**config.mk**
```make
export PLATFORM = sky130hd
export DESIGN_NAME = instr_fetch_unit
export DESIGN_NICKNAME = d
export VERILOG_FILES = /design/src/rtl/instr_fetch_unit.sv
export SDC_FILE = /design/constraint.sdc
export NUM_CORES = 1
export LEC_CHECK = 0
export ABC_AREA = 1
export BUFFER_PORTS_ARGS = -buffer_cell sky130_fd_sc_hd__buf_2
export CAP_MARGIN = 20
export CORE_ASPECT_RATIO = 0.8
export CORE_MARGIN = 2
export CORE_UTILIZATION = 40
export DETAILED_ROUTE_END_ITERATION = 16
export PLACE_DENSITY = 0.63
export SLEW_MARGIN = 20
export SYNTH_ARGS = -nofsm -noshare
export SYNTH_HDL_FRONTEND = slang
export SYNTH_SLANG_ARGS = --single-unit
```
**constraint.sdc**
```tcl
create_clock -name clk -period 15.7 [get_ports clk]
set_input_delay 2.355 -clock clk [delete_from_list [all_inputs] [get_ports clk]]
set_output_delay 2.355 -clock clk [all_outputs]
set_load 0.02 [all_outputs]
```
**src/rtl/instr_fetch_unit.sv**
```systemverilog
// rtl/instr_fetch_unit.sv - instruction fetch unit with prefetch FIFO and PC redirect
module instr_fetch_unit #(
    parameter int          DEPTH    = 4,
    parameter logic [31:0] RESET_PC = 32'h0000_0000
) (
    input  logic        clk,
    input  logic        reset,
    output logic        imem_req,
    output logic [31:0] imem_addr,
    input  logic        imem_ack,
    input  logic [31:0] imem_rdata,
    output logic        instr_valid,
    input  logic        instr_ready,
    output logic [31:0] instr,
    output logic [31:0] instr_pc,
    input  logic        pcsrc,
    input  logic [31:0] pc_target
);
    localparam int             AW       = $clog2(DEPTH);
    localparam logic [AW:0]    CNT_FULL = (AW+1)'(DEPTH);

    typedef enum logic [1:0] {IDLE, REQ, DROP} state_t;

    state_t         state, state_nx;
    logic [31:0]    fetch_pc, fetch_pc_nx;
    logic [31:0]    drop_pc, drop_pc_nx;
    logic [31:0]    target;
    logic           push, pop;
    logic [AW:0]    count, count_nx;
    logic [AW-1:0]  wr_ptr, rd_ptr, rd_ptr_nx;
    logic [31:0]    mem_data [DEPTH];
    logic [31:0]    mem_pc   [DEPTH];
    logic [31:0]    head_data_nx, head_pc_nx;
    logic           unused_bits;

    assign target      = {pc_target[31:2], 2'b00};
    assign unused_bits = ^pc_target[1:0];
    assign imem_req    = (state == REQ) || (state == DROP);
    assign imem_addr   = fetch_pc;

    always_ff @(posedge clk or posedge reset) begin
        if (reset) begin
            state    <= IDLE;
            fetch_pc <= RESET_PC;
            drop_pc  <= RESET_PC;
        end else begin
            state    <= state_nx;
            fetch_pc <= fetch_pc_nx;
            drop_pc  <= drop_pc_nx;
        end
    end

    // The outstanding request is never withdrawn; a redirect while it is pending
    // parks the target in drop_pc until the stale response arrives.
    always_comb begin
        state_nx    = state;
        fetch_pc_nx = fetch_pc;
        drop_pc_nx  = drop_pc;
        push        = 1'b0;
        case (state)
            IDLE: begin
                if (pcsrc)
                    fetch_pc_nx = target;
                else if (count < CNT_FULL)
                    state_nx = REQ;
            end
            REQ: begin
                if (imem_ack) begin
                    state_nx = IDLE;
                    if (pcsrc) begin
                        fetch_pc_nx = target;
                    end else begin
                        push        = 1'b1;
                        fetch_pc_nx = fetch_pc + 32'd4;
                    end
                end else if (pcsrc) begin
                    drop_pc_nx = target;
                    state_nx   = DROP;
                end
            end
            DROP: begin
                if (imem_ack) begin
                    state_nx    = IDLE;
                    fetch_pc_nx = pcsrc ? target : drop_pc;
                end else if (pcsrc) begin
                    drop_pc_nx = target;
                end
            end
            default: state_nx = IDLE;
        endcase
    end

    assign pop = instr_valid & instr_ready & ~pcsrc;

    // Head is registered; when the FIFO would otherwise be empty the incoming
    // word bypasses storage so ack-to-valid stays one cycle.
    always_comb begin
        rd_ptr_nx    = pcsrc ? wr_ptr : rd_ptr + AW'(pop);
        count_nx     = pcsrc ? '0 : count + (AW+1)'(push) - (AW+1)'(pop);
        head_data_nx = instr;
        head_pc_nx   = instr_pc;
        if (count_nx != '0) begin
            if (count == (AW+1)'(pop)) begin
                head_data_nx = imem_rdata;
                head_pc_nx   = fetch_pc;
            end else begin
                head_data_nx = mem_data[rd_ptr_nx];
                head_pc_nx   = mem_pc[rd_ptr_nx];
            end
        end
    end

    always_ff @(posedge clk or posedge reset) begin
        if (reset) begin
            count       <= '0;
            wr_ptr      <= '0;
            rd_ptr      <= '0;
            instr_valid <= 1'b0;
            instr       <= '0;
            instr_pc    <= '0;
        end else begin
            count       <= count_nx;
            wr_ptr      <= wr_ptr + AW'(push);
            rd_ptr      <= rd_ptr_nx;
            instr_valid <= (count_nx != '0);
            instr       <= head_data_nx;
            instr_pc    <= head_pc_nx;
        end
    end

    always_ff @(posedge clk) begin
        if (push) begin
            mem_data[wr_ptr] <= imem_rdata;
            mem_pc[wr_ptr]   <= fetch_pc;
        end
    end
endmodule

```
==> metrics.txt <==
reg-to-reg setup timing slack=10.11 ns; Post-Syn Area per Cell=9.638 um2; cts hold-fix bufs=0; EDFF count, synth=256; Die ar.=0.04634 mm2; pin count of the biggest net entering global routing=101; Pre-Repair DR Iteration Count=7; Worst EP required=16.14 ns; CTS Buffer Depth=3; Synth cell types=35; Core ar.=0.04420 mm2; Final HPWL DP=28.09 mm; gr ovfl total=0; crit path to=instr_pc[29]; layout cells sized above 1=13.41%; P&R area growth vs syn=15.13%; Final Hold Vio Count=0; Lkg Pwr=8.672 nW; final worst path period share=40.18%; crit path DAT=6.75 ns; dpl ws=8.901 ns; Synth Flop Type=edfxtp_1; DIE HEIGHT=192.9 um; synthesized cell area=0.01785 mm2; Final Power=4.408 mW; Post-Syn Instances=1852; I/O Buffers=164; DR WL/cell=18.43 um; PwrDens=214.5 mW/mm2; Yosys top cell area share=43.07%; cts bufs inserted=43; maxcap violations=0; Post-Syn Nets=1931; asr flop ratio synth=35.03%; max frequency=158.5 MHz; clock root buffer=clkbuf_16; cells on worst reg2reg path=16; crit path max fanout=71; reg2reg end=instr_pc[29]; Die X=240.2 um; Warnings, synthesis=0; main area contributors after synthesis=edfxtp_1, dfrtp_1, nand2_1, nand3_1, inv_1; Final Max Tran Viols=0; RSZ-0062 raised after global routing=no; GP Congestion=0.8468; Initial Utilization=40.38%; crit path time final=6.308 ns; H-tree Lvls=2; PnR worst setup slack=9.392 ns; cells along the critical path=buf_2, buf_4, nor2_1, inv_1, nor2_1, ha_1, inv_1, fa_1, nand2_1, nand2_1, nor2_1, or3_4, buf_4, nand2_1, o21ai_1; Design Area, Final=0.02055 mm2; CTS tree=built; DRT iter0 DRCs=1372; Boundary Pins=167; antenna-violating nets left=0; DP Area=0.01909 mm2; # nets final=2044; most area-hungry cell type in the Yosys netlist=edfxtp_1; Worst-Margin Slew=1.018 ns; routed vias/inst=5.277; Resized Gates After CTS=0; worst hold path class=reg -> reg; WHS=0.4680 ns; Vias=13730; #FFs+latches synth=394; first-pass GRT wire length=74.47 mm; CP endpoint kind=register; Total GRT Usage=20.67%; Clock transition at path regs=0.06 ns; # DRC=0; worst ir drop on vdd=0.1060 mV; most common cell in the netlist=nand2_1; Max-slew headroom=31.86%; setup violators final=0; clk sink count=394; r2r startpoint=state[1]; initial antenna violation count=1; register area share after synthesis=62.41%; WL final=47.96 mm; critical path class=in -> reg; Cell Rows=69; Setup crit start kind=primary input; status=completed; Clock Latency Late Sink=0.55 ns; CP startpoint=pcsrc; setup TNS=0 ns; Post-CTS Setup Inserts=0; Clock Skew=0.02628 ns; critical path's largest stage delay=0.68 ns; number of global-route vias before repair=12980; Slowest cell on crit path=buf_4; most frequent cells after synthesis=nand2_1, nand3_1, edfxtp_1
[report_power, final]
| part | total [mW] | internal, mW | leakage, nW | switching (mW) |
|---|---|---|---|---|
| logic | 1.79 | 0.523 | 3.92 | 1.27 |
| clock network | 1.05 | 0.640 | 0.710 | 0.409 |
| registers | 1.57 | 1.38 | 4.04 | 0.189 |
| total | 4.41 | 2.54 | 8.67 | 1.87 |
[area by class of cell]
cell class	instances	area, um2
clock buffer	59	1176
sequential	394	11140
antenna	1	2.502
multi-input combinational	1191	5645
tap	603	754.5
timing repair buffer	185	982.2
clock inverter	19	281.5
inverter	150	568.0
fill	4180	23650
[critical path: cells and delay by family]
family | cells | cell delay (ns)
buffers and inverters | 5 | 1.46
AO/OA/AOI/OAI | 1 | 0.10
adder cells (fa/ha/maj) | 2 | 0.61
AND/OR/NAND/NOR | 7 | 2.06
[cell usage in the layout, fill, tap and decap left out, types with 2 or more instances in the layout]
| master | count |
|---|---|
| clkbuf_16 | 43 |
| a31oi_1 | 4 |
| a21oi_1 | 27 |
| clkinvlp_4 | 2 |
| xor2_1 | 5 |
| ha_1 | 8 |
| inv_6 | 3 |
| a221oi_1 | 7 |
| inv_1 | 146 |
| nand2_1 | 512 |
| edfxtp_1 | 256 |
| o21ai_1 | 64 |
| nand2_4 | 4 |
| o22ai_1 | 23 |
| nor2_2 | 3 |
| nor3_2 | 4 |
| clkinv_1 | 2 |
| bufinv_16 | 7 |
| nand3_1 | 258 |
| buf_2 | 164 |
| inv_2 | 2 |
| nor2_1 | 87 |
| o21ai_0 | 100 |
| clkbuf_8 | 4 |
| buf_4 | 20 |
| clkinv_2 | 7 |
| o221ai_1 | 2 |
| o211ai_1 | 68 |
| and2_1 | 3 |
| clkbuf_1 | 12 |
| a211oi_1 | 2 |
| nand4_1 | 2 |
| dfrtp_1 | 138 |
[worst min-delay path by stage]
stage	startpoint	endpoint	slack, ns	cells after the start
finish	drop_pc[0]	drop_pc[0]	0.47	2
global route	drop_pc[10]	drop_pc[10]	0.51	2
global placement	drop_pc[1]	drop_pc[1]	0.45	2
floorplan	drop_pc[0]	drop_pc[0]	0.44	2
CTS	drop_pc[0]	drop_pc[0]	0.47	2
detailed placement	drop_pc[0]	drop_pc[0]	0.45	2
[stage by stage]
step	util (%)	instances
floorplan	-	1852
global placement	43.18	2523
detailed placement	43.18	2523
CTS	46.48	2601
global route	46.49	2601
finish	46.49	2602
[flip-flops by register name, indices dropped and copies added (netlist names)]
| signal | cells |
|---|---|
| mem_pc | 128 |
| drop_pc | 32 |
| imem_addr | 32 |
| instr | 32 |
| rd_ptr | 2 |
| instr_pc | 32 |
| state | 2 |
| count | 3 |
| wr_ptr | 2 |
| instr_valid | 1 |
| mem_data | 128 |
[layer usage]
layer / global-route usage, % / vias to the layer above / share of wire, %
met5: 0 / - / 0
met4: 5.901 / 0 / 2.4
met3: 3.602 / 84 / 6.9
met2: 32.19 / 509 / 45
met1: 29.79 / 6562 / 46
li1: - / 6576 / -
[logic make-up after synthesis]
logic type                 count (synthesis)  synth area share, %
xor gates and xnor gates                   6               0.2944
and+or+nand+nor                          874                20.36
muxes                                      1              0.06308
DFF                                      394                62.41
AOI/OAI and AO/OA                        300                9.821
buffers and inverters                    267                6.309
adders and majority gates                 10               0.7430
(Power assumes the default switching activity.)
